File: config.mk
export PLATFORM = sky130hd
export DESIGN_NAME = wb_arbiter_flat
export DESIGN_NICKNAME = d
export VERILOG_FILES = /design/src/rtl/wb_pkg.sv /design/src/rtl/wb_arbiter_if.sv /design/src/rtl/wb_fifo.sv /design/src/rtl/wb_arbiter.sv /design/src/flat_wrapper.sv
export SDC_FILE = /design/constraint.sdc
export NUM_CORES = 1
export LEC_CHECK = 0
export ABC_AREA = 1
export CORE_AREA = 5 5 131 133
export DETAILED_ROUTE_END_ITERATION = 6
export DIE_AREA = 0 0 136 138
export PLACE_DENSITY = 0.71
export SLEW_MARGIN = 40
export SYNTH_ARGS = -nofsm -noshare
export SYNTH_HDL_FRONTEND = slang
export SYNTH_SLANG_ARGS = --single-unit
export TNS_END_PERCENT = 100
File: constraint.sdc
create_clock -name Clk -period 7.9 [get_ports Clk]
set_input_delay 1.975 -clock Clk [delete_from_list [all_inputs] [get_ports Clk]]
set_output_delay 1.975 -clock Clk [all_outputs]
set_load 0.03 [all_outputs]
File: src/rtl/wb_pkg.sv
// wb_pkg: shared widths, buffered-entry type and zero-register constant for the write-back path
package wb_pkg;
  localparam int DATA_W = 64;
  localparam int ADDR_W = 5;
  localparam logic [ADDR_W-1:0] ZERO_REG = '0;
  typedef struct packed {
    logic [ADDR_W-1:0] addr;
    logic [DATA_W-1:0] data;
  } wbEntry_t;
endpackage

File: src/rtl/wb_arbiter_if.sv
// wb_arbiter_if: pipe, long-unit and register-file write-port signals of the write-back arbiter
interface wb_arbiter_if;
  import wb_pkg::*;
  logic PipeWriteEnable;
  logic [ADDR_W-1:0] PipeWriteAddr;
  logic [DATA_W-1:0] PipeWriteData;
  logic ExcStopIn;
  logic LongValid;
  logic [ADDR_W-1:0] LongAddr;
  logic [DATA_W-1:0] LongData;
  logic LongReady;
  logic RdWriteEnable;
  logic [ADDR_W-1:0] RdWriteAddr;
  logic [DATA_W-1:0] RdWriteData;
  logic ExcStopRegfile;
  logic WbStall;
  modport master (
    output PipeWriteEnable, PipeWriteAddr, PipeWriteData, ExcStopIn, LongValid, LongAddr, LongData,
    input  LongReady, RdWriteEnable, RdWriteAddr, RdWriteData, ExcStopRegfile, WbStall
  );
  modport slave (
    input  PipeWriteEnable, PipeWriteAddr, PipeWriteData, ExcStopIn, LongValid, LongAddr, LongData,
    output LongReady, RdWriteEnable, RdWriteAddr, RdWriteData, ExcStopRegfile, WbStall
  );
endinterface

File: src/rtl/wb_fifo.sv
// wb_fifo: synchronous FIFO with combinational head; reset discards contents by clearing pointers
module wb_fifo #(
  parameter type T = logic,
  parameter int DEPTH = 2,
  localparam int AW = $clog2(DEPTH),
  localparam int CW = $clog2(DEPTH + 1)
) (
  input  logic Clk,
  input  logic Rst,
  input  logic push,
  input  logic pop,
  input  T din,
  output T head,
  output logic full,
  output logic empty,
  output logic [CW-1:0] count
);
  T mem [DEPTH];
  logic [AW-1:0] rdPtr, wrPtr;
  assign head = mem[rdPtr];
  assign full = count == CW'(DEPTH);
  assign empty = count == '0;
  // DEPTH is a power of two, so pointer overflow is the modulo wrap
  always_ff @(posedge Clk) begin
    if (!Rst) begin
      rdPtr <= '0;
      wrPtr <= '0;
      count <= '0;
    end else begin
      if (push) wrPtr <= wrPtr + 1'b1;
      if (pop) rdPtr <= rdPtr + 1'b1;
      count <= count + CW'(push) - CW'(pop);
    end
  end
  always_ff @(posedge Clk) if (push) mem[wrPtr] <= din;
endmodule

File: src/rtl/wb_arbiter.sv
// wb_arbiter: merges MEM/WB writes with buffered long-unit results onto the register-file write port,
// forcing a one-cycle WbStall when a buffered result has waited STARVE_MAX cycles
module wb_arbiter
  import wb_pkg::*;
#(
  parameter int FIFO_DEPTH = 2,
  parameter int STARVE_MAX = 4
) (
  input logic Clk,
  input logic Rst,
  wb_arbiter_if.slave bus
);
  localparam int SW = $clog2(STARVE_MAX + 1);
  localparam int CW = $clog2(FIFO_DEPTH + 1);
  localparam logic [SW-1:0] STARVE_LIM = SW'(STARVE_MAX);
  wbEntry_t longIn, head;
  logic full, empty, push, pop, pipeBusy, stallQ, stall;
  logic [CW-1:0] count;
  logic [SW-1:0] starve;
  assign longIn.addr = bus.LongAddr;
  assign longIn.data = bus.LongData;
  assign stall = Rst && stallQ;
  assign pipeBusy = Rst && bus.PipeWriteEnable && bus.PipeWriteAddr != ZERO_REG && !bus.ExcStopIn && !stall;
  assign pop = Rst && !empty && !pipeBusy;
  assign bus.LongReady = Rst && count != CW'(FIFO_DEPTH);
  // x0 results are handshaken but never buffered
  assign push = Rst && bus.LongValid && !full && bus.LongAddr != ZERO_REG;
  wb_fifo #(.T(wbEntry_t), .DEPTH(FIFO_DEPTH)) fifo (
    .Clk(Clk),
    .Rst(Rst),
    .push(push),
    .pop(pop),
    .din(longIn),
    .head(head),
    .full(full),
    .empty(empty),
    .count(count)
  );
  assign bus.RdWriteEnable = pipeBusy || pop;
  assign bus.RdWriteAddr = pipeBusy ? bus.PipeWriteAddr : pop ? head.addr : '0;
  assign bus.RdWriteData = pipeBusy ? bus.PipeWriteData : pop ? head.data : '0;
  assign bus.ExcStopRegfile = Rst && bus.ExcStopIn && !stall;
  assign bus.WbStall = stall;
  // a head that has sat at the limit without being served steals the next cycle
  always_ff @(posedge Clk) begin
    if (!Rst) begin
      starve <= '0;
      stallQ <= 1'b0;
    end else begin
      starve <= (pop || empty) ? '0 : starve == STARVE_LIM ? starve : starve + 1'b1;
      stallQ <= starve == STARVE_LIM && !pop;
    end
  end
endmodule
File: src/flat_wrapper.sv
// flat-port wrapper written by rule: the top's interface ports become plain ports
module wb_arbiter_flat import wb_pkg::*;
#(
  parameter int FIFO_DEPTH = 2,
  parameter int STARVE_MAX = 4
)
  (Clk, Rst, bus_PipeWriteEnable, bus_PipeWriteAddr, bus_PipeWriteData, bus_ExcStopIn, bus_LongValid, bus_LongAddr, bus_LongData, bus_LongReady, bus_RdWriteEnable, bus_RdWriteAddr, bus_RdWriteData, bus_ExcStopRegfile, bus_WbStall);
  wb_arbiter_if bus_i ();
  input logic Clk;
  input logic Rst;
  input wire logic [$bits(bus_i.PipeWriteEnable)-1:0] bus_PipeWriteEnable;
  input wire logic [$bits(bus_i.PipeWriteAddr)-1:0] bus_PipeWriteAddr;
  input wire logic [$bits(bus_i.PipeWriteData)-1:0] bus_PipeWriteData;
  input wire logic [$bits(bus_i.ExcStopIn)-1:0] bus_ExcStopIn;
  input wire logic [$bits(bus_i.LongValid)-1:0] bus_LongValid;
  input wire logic [$bits(bus_i.LongAddr)-1:0] bus_LongAddr;
  input wire logic [$bits(bus_i.LongData)-1:0] bus_LongData;
  output wire logic [$bits(bus_i.LongReady)-1:0] bus_LongReady;
  output wire logic [$bits(bus_i.RdWriteEnable)-1:0] bus_RdWriteEnable;
  output wire logic [$bits(bus_i.RdWriteAddr)-1:0] bus_RdWriteAddr;
  output wire logic [$bits(bus_i.RdWriteData)-1:0] bus_RdWriteData;
  output wire logic [$bits(bus_i.ExcStopRegfile)-1:0] bus_ExcStopRegfile;
  output wire logic [$bits(bus_i.WbStall)-1:0] bus_WbStall;
  assign bus_i.PipeWriteEnable = bus_PipeWriteEnable;
  assign bus_i.PipeWriteAddr = bus_PipeWriteAddr;
  assign bus_i.PipeWriteData = bus_PipeWriteData;
  assign bus_i.ExcStopIn = bus_ExcStopIn;
  assign bus_i.LongValid = bus_LongValid;
  assign bus_i.LongAddr = bus_LongAddr;
  assign bus_i.LongData = bus_LongData;
  assign bus_LongReady = bus_i.LongReady;
  assign bus_RdWriteEnable = bus_i.RdWriteEnable;
  assign bus_RdWriteAddr = bus_i.RdWriteAddr;
  assign bus_RdWriteData = bus_i.RdWriteData;
  assign bus_ExcStopRegfile = bus_i.ExcStopRegfile;
  assign bus_WbStall = bus_i.WbStall;
  wb_arbiter #(.FIFO_DEPTH(FIFO_DEPTH), .STARVE_MAX(STARVE_MAX)) u_core (.Clk(Clk), .Rst(Rst), .bus(bus_i));
endmodule
# Word level (Yosys, flattened, before mapping)
# Memory sizes are Yosys's and may differ from the RTL's. A register that Yosys moved wholly into a read port is not among the register bits.
# Cells that the tools add are included.
# word_totals
regBits	8
mem_bits_rw	138
in_bits	143
out_inout_bits	73
word_cells	49
memories	1
# classes
addsub	5
eq_ne	3
mux	8
bitwise	1
reduce_logical	26
# memory_table
memory	words	width	rd	rd_ports_with_merged_regs	wr	line_no	source
u_core.fifo.mem	2	69	1	1	1	wb_fifo.sv:18	T mem [DEPTH];
# ops
cell	count
64-bit two-way mux	2
1-bit logical AND	14
5-bit two-way mux	2
5-bit nonzero test	2
1-bit zero test	6
1-bit two-way mux	4
3-bit by 1-bit adder with 3-bit output, second input constant	1
3-bit equality test, second input constant	1
1-bit adder, second input constant	2
2-bit by 1-bit adder with 2-bit output	1
2-bit equality test, second input constant	1
2-bit zero test	1
1-bit logical OR	2
2-bit inequality test, second input constant	1
2-bit OR reduction	1
2-bit by 1-bit subtractor with 2-bit output	1
1-bit inverter	1

# Logic depth before layout (Yosys ltp)
# Gate-level depths: netlist (run 1).
# depth
ltp_word	8
ltp_mapped	13
mapped_depth_nobuf	12

# By module
# Synthesis (run 1) repeated with hierarchy kept, for this count alone.
# hier_totals
hier_cells	530
area_unflattened_um2	6700.2
# by_module_without_submodules
mod	instances	cells_per_inst	area_each_um2	seq_area_each_um2
wb_fifo	1	248	5246.3	4244.1
wb_arbiter	1	282	1453.9	80.1

# Worst setup path after synthesis (run 1)
# OpenSTA, ideal clock, no wires.
# synth_path
path_kind	input port to flip-flop
start	input Rst
end	memory u_core.fifo.mem[1][0] in the netlist's numbering, enable pin
setup_time_ns	0.498
arrival_ns	5.292
t_required_ns	7.402
path_slack_ns	2.111
stages	5
n_path_buf	1
cell_sequence	buf_4 -> nand2_1 -> a21oi_1 -> nand2_1 -> nor2_1
# synth_between
elab_chain_len	5
# synth_rtl
item	line_no	source
start: declaration	flat_wrapper.sv:10	input logic Rst;
1-bit logical AND (3 in a row)	wb_arbiter.sv:27	assign push = Rst && bus.LongValid && !full && bus.LongAddr != ZERO_REG;
1-bit two-way mux	wb_fifo.sv:35	always_ff @(posedge Clk) if (push) mem[wrPtr] <= din;
1-bit two-way mux (implied by the code)	wb_fifo.sv:35	
end: declaration	wb_fifo.sv:18	
# No other way between the ends.

# Final worst setup path (run 1)
# layout_path
start	input Rst
end	output bus_RdWriteData[50]
# layout_between
elab_chain_len	8
word_cells_on_any_way	11
cone_classes	mux: 2; reduce/logical: 9
# layout_rtl
item	line_no	source
1-bit logical AND (4 in a row)	wb_arbiter.sv:23	assign pipeBusy = Rst && bus.PipeWriteEnable && bus.PipeWriteAddr != ZERO_REG && !bus.ExcStopIn && !stall;
1-bit zero test	wb_arbiter.sv:24	assign pop = Rst && !empty && !pipeBusy;
1-bit logical AND	wb_arbiter.sv:24	
64-bit two-way mux	wb_arbiter.sv:41	assign bus.RdWriteData = pipeBusy ? bus.PipeWriteData : pop ? head.data : '0;
64-bit two-way mux *	wb_arbiter.sv:41	
end: declaration	flat_wrapper.sv:21	output wire logic [$bits(bus_i.RdWriteData)-1:0] bus_RdWriteData;
# Mark *: on every way between the ends. The rest lies on a longest branch, timed or not.

==> results.tsv, run 1 <==
stage	metric	value	unit
cts	Clock Path Buffers	2	
cts	Post-CTS Resized	0	
critical_path	Max stage delay on crit path	610	ps
cts	CTS Buf Count	17	
route	Antenna Nets Post-Route	0	
final_layout	Non-Filler Instances	890	
power	Max rail drop VDD	0.0001404	V
synth	top-area cell type share of the netlist area	67.13	%
placed_design	dpl cells	858	
grt	first-pass GRT wire length	22630	µm
final_layout	Nets	808	
sta	slew margin rel.	54.44	%
sta	PnR worst setup slack	1228	ps
grt	initial antenna violation count	0	
grt	grt ovf	0	
final_layout	fraction of layout cells with a size suffix above 1	10.24	%
critical_path	worst setup path start	Rst	
cts	CTS tree	yes	
power	PD cells	267.8	mW/mm²
critical_path	CP endpoint	bus_RdWriteData[50]	
critical_path	Critical Path RT	5930	ps
cts	CTS root buffer	clkbuf_16	
final_layout	Filler cells	1253	
critical_path	critical-path cell list	clkdlybuf4s50_1 -> nand2_4 -> nor2_4 -> nand2_2 -> clkinv_2 -> buf_4 -> nand2_1 -> o21ai_2 -> clkdlybuf4s50_1	
outcome	outcome	complete, no violations	
final_layout	synth-to-layout area growth	48.91	%
route	WL final	14300	µm
critical_path	WP data arrival	4700	ps
route	via count	4183	
synth	area of the mapped netlist	0.006173	mm²
floorplanning	Placement Rows	46	
critical_path	R2R Path End	u_core.fifo.count[1]	
cts	post-CTS setup buffers	0	
synth	average size of a mapped cell	14.00	µm²
sta	worst hold slack	490.7	ps
floorplanning	Die X	136	µm
final_layout	FF/Latch Area	0.004328	mm²
critical_path	reg2reg path depth	12	
floorplanning	total I/O pin count	216	
sta	Hold Violations, Final	0	
final_layout	final core occ	58.50	%
placed_design	DP Area	0.008568	mm²
floorplanning	die extent in y	138	µm
critical_path	Max FO, Critical Path	44	
placed_design	pre-CTS setup slack	1068	ps
placed_design	I/O Buffers	215	
sta	Worst Max-Slew Pin Slew	683.4	ps
grt	vias in the first global route	4555	
synth	Commonest cells post-synth	edfxtp_1, nand2_1, mux2i_1	
critical_path	CP Class	in -> out	
synth	ys flop type	edfxtp_1	
critical_path	crit path max-delay cell type	clkdlybuf4s50_1	
route	DRC violations left	0	
sta	maximum clock frequency	149.9	MHz
sta	endpoints failing setup	0	
sta	RSZ-0062 raised after global routing	false	
route	Iter 0 DRT Violations	212	
sta	Slew Viols, Final	0	
cts	clk sinks	147	
power	P_leak	3.086	nW
cts	Worst-Skew Late Latency	410	ps
sta	Period Utilization, post-route	84.46	%
floorplanning	die area	0.01877	mm²
placed_design	GP Congestion	0.7781	
worst_hold_path	HP Class	reg -> reg	
sta	Period minus WS final	6672	ps
synth	Net Count, Synth	588	
critical_path	reg2reg setup slack	5620	ps
synth	Warnings, synthesis	0	
synth	sequential fraction of the synthesis area	70.04	%
synth	number of synthesized flops with an enable pin	138	
synth	largest cells by area after synthesis	edfxtp_1, mux2i_1, nand2_1	
critical_path	crit start category	input pin	
synth	Post-synth ARST share	0	%
synth	most used standard cell by instance count after synthesis	edfxtp_1	
sta	setup tns final	0	ps
route	Vias/cell	4.700	
route	DR pass1 iterations	4	
power	total design power	2.462	mW
critical_path	reg-to-reg critical path startpoint	u_core.stallQ	
route	WL/cell	16.07	µm
synth	Syn Inst Count	441	
cts	Hold-fix buffers, CTS	0	
final_layout	Final Cell Area	0.009193	mm²
critical_path	CP most frequent cell	clkdlybuf4s50_1	
final_layout	antenna cells	0	
cts	CTS HTree Levels	4	
synth	Yosys reg bits	147	
critical_path	Crit. End Element	output pin	
cts	Worst-path clk slew	50	ps
synth	post-synth top area cell	edfxtp_1	
final_layout	area of the multi-input gates	0.001669	mm²
synth	Distinct cells, synth	24	
floorplanning	Initial Util	39.29	%
grt	largest net degree at the start of global routing	71	
sta	Clock Skew	6.112	ps
grt	Overall Global Routing Usage	15.38	%
floorplanning	Core ar.	0.01571	mm²
job	number of max-cap violations	0	
placed_design	hpwl dp	10220	µm
[cell families after synthesis]
| group | share of synthesized area [%] |
|---|---|
| AOI/OAI and AO/OA | 7.621 |
| and+or+nand+nor | 6.668 |
| xor gates and xnor gates | 0.2838 |
| buffers and inverters | 3.385 |
| muxes | 11.19 |
| DFF | 70.04 |
| adders and majority gates | 0.8107 |
[layout make-up]
cell class,instances,share of cell area (%)
multi-input combinational,255,18.16
timing repair buffer,224,24.47
tap,216,2.940
inverter,16,0.6669
clock inverter,14,2.014
sequential,147,47.08
clock buffer,18,4.669
[worst min path at each step]
stage                     start                to  slack [ps]  cells after the start
6_report       u_core.starve[0]  u_core.starve[0]         490                      2
3_5_place_dp   u_core.starve[0]  u_core.starve[0]         480                      2
3_3_place_gp   u_core.starve[0]  u_core.starve[0]         470                      2
4_1_cts        u_core.starve[0]  u_core.starve[0]         490                      2
5_1_grt        u_core.starve[1]  u_core.starve[1]         510                      2
2_1_floorplan  u_core.starve[0]  u_core.starve[0]         460                      2
[power breakdown]
part | internal [mW] | switching (mW) | leakage (nW)
combinational | 0.297 | 0.377 | 1.45
clock | 0.527 | 0.299 | 0.300
sequential | 0.921 | 0.0418 | 1.34
[worst max-delay path: cells and delay by family]
kind | cells | cell delay [ps]
AOI/OAI and AO/OA | 1 | 50
buffers and inverters | 4 | 2170
and+or+nand+nor | 4 | 470
[metal layers]
layer | routed length, µm | vias up | global-route usage [%]
met4 | 167 | 0 | 4.987
met3 | 1116 | 12 | 5.189
li1 | - | 2052 | -
met1 | 5708 | 1973 | 17.51
met2 | 7312 | 146 | 26.99
met5 | 0 | - | 0
[registers in the layout (all words and copies together), names as in the netlist, named ones only]
signal	count
u_core.fifo.count	2
u_core.fifo.mem	138
u_core.fifo.rdPtr	1
u_core.fifo.wrPtr	1
u_core.stallQ	1
u_core.starve	3
[cells in the final DEF, fill, tap and decap left out, types with 2 or more instances in the layout]
| cell type | netlist | final |
|---|---|---|
| inv_1 | 14 | 14 |
| edfxtp_1 | 138 | 138 |
| clkinv_1 | 0 | 2 |
| nand2_1 | 83 | 83 |
| buf_8 | 0 | 4 |
| dfxtp_1 | 9 | 8 |
| clkinv_2 | 0 | 4 |
| xnor2_1 | 2 | 2 |
| nor2_1 | 11 | 9 |
| inv_6 | 0 | 2 |
| clkbuf_16 | 0 | 17 |
| a21oi_1 | 7 | 7 |
| o21ai_2 | 20 | 20 |
| nor2_4 | 1 | 3 |
| buf_4 | 6 | 5 |
| nand3_1 | 2 | 2 |
| bufinv_16 | 0 | 4 |
| ha_1 | 4 | 4 |
| clkinv_4 | 0 | 2 |
| o21ai_1 | 48 | 48 |
| mux2i_1 | 69 | 69 |
| clkdlybuf4s50_1 | 0 | 215 |
(Power assumes the default switching activity.)
==> run 2: changes to the inputs <==
==> constraint.sdc (replaced) <==
create_clock -name Clk -period 6.4 [get_ports Clk]
set_input_delay 1.6 -clock Clk [delete_from_list [all_inputs] [get_ports Clk]]
set_output_delay 1.6 -clock Clk [all_outputs]
set_load 0.03 [all_outputs]
==> run 2 against run 1 <==
Against the previous run:
- non-clock buffer count is the same
- final cell count unchanged
- clock skew about the same
- critical endpoint is now bus_RdWriteData[1]
- largest power group unchanged
- highest routed layer unchanged
==> results.tsv, run 2 (synthesized netlist as in run 1, its figures left out) <==
stage	metric	value	unit	change
outcome	outcome	complete, no violations		
cts	CTS tree	yes		
route	DR pass1 iterations	4		unchanged
final_layout	most frequent cells in the layout	clkdlybuf4s50_1, edfxtp_1, nand2_1		
critical_path	reg2reg setup slack	4140	ps	-1480 ps
sta	Period minus WS final	5833	ps	
critical_path	Crit. End Element	output pin		
route	Iter 0 DRT Violations	183		-14%
power	power share of the clock group	33.7	%	+0.2 points
grt	initial antenna violation count	0		unchanged
placed_design	I/O Buffers	215		unchanged
cts	post-CTS setup buffers	0		unchanged
cts	Hold-fix buffers, CTS	0		unchanged
floorplanning	total I/O pin count	216		unchanged
sta	maximum clock frequency	171.4	MHz	
floorplanning	Core ar.	0.01571	mm²	unchanged
worst_hold_path	Hold EP	u_core.starve[0]		
final_layout	synth-to-layout area growth	50.12	%	
grt	vias in the first global route	4456		-2.2%
sta	Worst Max-Slew Pin Slew	658.4	ps	-25.00 ps
critical_path	reg-to-reg critical path startpoint	u_core.stallQ		
power	total design power	3.072	mW	+25%
critical_path	CP Class	in -> out		
sta	setup tns final	0	ps	unchanged
power	PD cells	331.5	mW/mm²	+24%
sta	Hold Violations, Final	0		unchanged
final_layout	Filler cells	1247		-0.48%
placed_design	GP Congestion	0.7964		+2.4%
power	Internal Power	2.190	mW	+25%
critical_path	R2R Path End	u_core.fifo.count[1]		
floorplanning	Initial Util	39.29	%	unchanged
route	Vias/cell	4.716		+0.33%
route	WL final	14450	µm	+1.0%
final_layout	fraction of layout cells with a size suffix above 1	10.09	%	-0.15 points
job	number of max-cap violations	0		unchanged
grt	grt ovf	0		unchanged
power	Comb pwr share	27.6	%	+0.2 points
sta	PnR worst setup slack	566.6	ps	-661.2 ps
floorplanning	Die X	136	µm	unchanged
critical_path	reg2reg path depth	12		unchanged
sta	Period Utilization, post-route	91.15	%	
placed_design	DP Area	0.008643	mm²	+0.88%
critical_path	WP data arrival	4230	ps	-470 ps
sta	endpoints failing setup	0		unchanged
sta	Slew Viols, Final	0		unchanged
cts	Worst-Skew Late Latency	410	ps	about the same
final_layout	antenna cells	0		unchanged
power	NetSw	0.8827	mW	+23%
placed_design	hpwl dp	10410	µm	+1.8%
critical_path	Max FO, Critical Path	47		+6.8%
worst_hold_path	hold depth	2		unchanged
final_layout	largest register by flop count	u_core.fifo.mem		
critical_path	crit start category	input pin		
worst_hold_path	min-delay src	u_core.starve[0]		
floorplanning	Placement Rows	46		unchanged
power	Flop pwr share	38.7	%	-0.4 points
route	via count	4197		+0.33%
route	WL/cell	16.23	µm	+1.0%
critical_path	Critical Path RT	4800	ps	-1130 ps
cts	Worst-path clk slew	60	ps	about the same
cts	Clock Path Buffers	2		unchanged
grt	first-pass GRT wire length	22730	µm	+0.42%
grt	largest net degree at the start of global routing	48		-32%
worst_hold_path	HP Class	reg -> reg		
final_layout	Final Cell Area	0.009268	mm²	+0.82%
sta	RSZ-0062 raised after global routing	false		
route	DRC violations left	0		unchanged
placed_design	pre-CTS setup slack	555.8	ps	-512.6 ps
final_layout	max reg flops	138		unchanged
sta	Clock Skew	5.758	ps	-0.3532 ps
power	P_leak	3.104	nW	+0.58%
final_layout	Nets	808		unchanged
sta	slew margin rel.	56.10	%	+1.7 points
floorplanning	die area	0.01877	mm²	unchanged
power	Sw Ratio	28.73	%	-0.40 points
floorplanning	die extent in y	138	µm	unchanged
power	Max rail drop VDD	0.0002135	V	+52%
route	Antenna Nets Post-Route	0		unchanged
final_layout	commonest non-fill, non-tap cell in the layout	clkdlybuf4s50_1		
grt	Overall Global Routing Usage	15.58	%	+0.20 points
cts	CTS Buf Count	17		unchanged
cts	CTS root buffer	clkbuf_16		
cts	Post-CTS Resized	0		unchanged
cts	clk sinks	147		unchanged
final_layout	biggest regs	u_core.fifo.mem x138, u_core.starve x3, u_core.fifo.count x2		
cts	CTS HTree Levels	4		unchanged
==> run 2: worst max-delay path by stage <==
stage                     from                     to  depth (start not counted)
after floorplan            Rst  u_core.fifo.mem[1][0]                          5
after global placement     Rst     bus_RdWriteData[1]                          9
after detailed placement   Rst     bus_RdWriteData[1]                          9
after CTS                  Rst     bus_RdWriteData[1]                          9
after global routing       Rst     bus_RdWriteData[1]                          9
final                      Rst     bus_RdWriteData[1]                          9
==> run 2: worst max-delay path, cell delays in order <==
cell	delay [ps]
clkdlybuf4s50_1	690
nand2_4	110
nor2_4	140
nand2_2	110
inv_2	330
buf_12	280
nand2_1	90
o21ai_1	140
clkdlybuf4s50_1	720
==> run 2: per-layer routing <==
layer | track usage, % | share of wire [%] | vias up
li1 | - | - | 2045
met1 | 17.72 | 40 | 1976
met2 | 27.04 | 52 | 164
met3 | 5.044 | 7.6 | 12
met4 | 6.048 | 1.0 | 0
met5 | 0 | 0 | -
==> run 2: cell type report <==
cell class	count	area, µm²	area share [%]
multi-input cells	255	1660	17.92
clock inverters	9	156.4	1.688
inverters	16	60.06	0.6480
flip-flops and latches	147	4328	46.70
repair buffers	224	2325	25.08
well taps	216	270.3	2.916
clock buffers	23	467.9	5.049
==> run 2: power by group through the flow <==
stage | Combinational (mW) | Sequential, mW | Clock, mW
5_1_grt | 0.903 | 1.20 | 1.10
3_3_place_gp | 0.831 | 1.21 | 0
3_5_place_dp | 0.857 | 1.21 | 0
4_1_cts | 0.862 | 1.19 | 1.06
6_report | 0.848 | 1.19 | 1.03
2_1_floorplan | 0.530 | 1.18 | 0
==> run 2: through the flow <==
stage | hold slack [ps] | utilization [%] | instances
finish | 514.2 | 58.98 | 890
global route | 524.9 | 58.98 | 890
CTS | 514.4 | 58.98 | 890
detailed placement | 500.2 | 55.01 | 858
global placement | 465.7 | 54.47 | 854
floorplan | 455.5 | - | 441
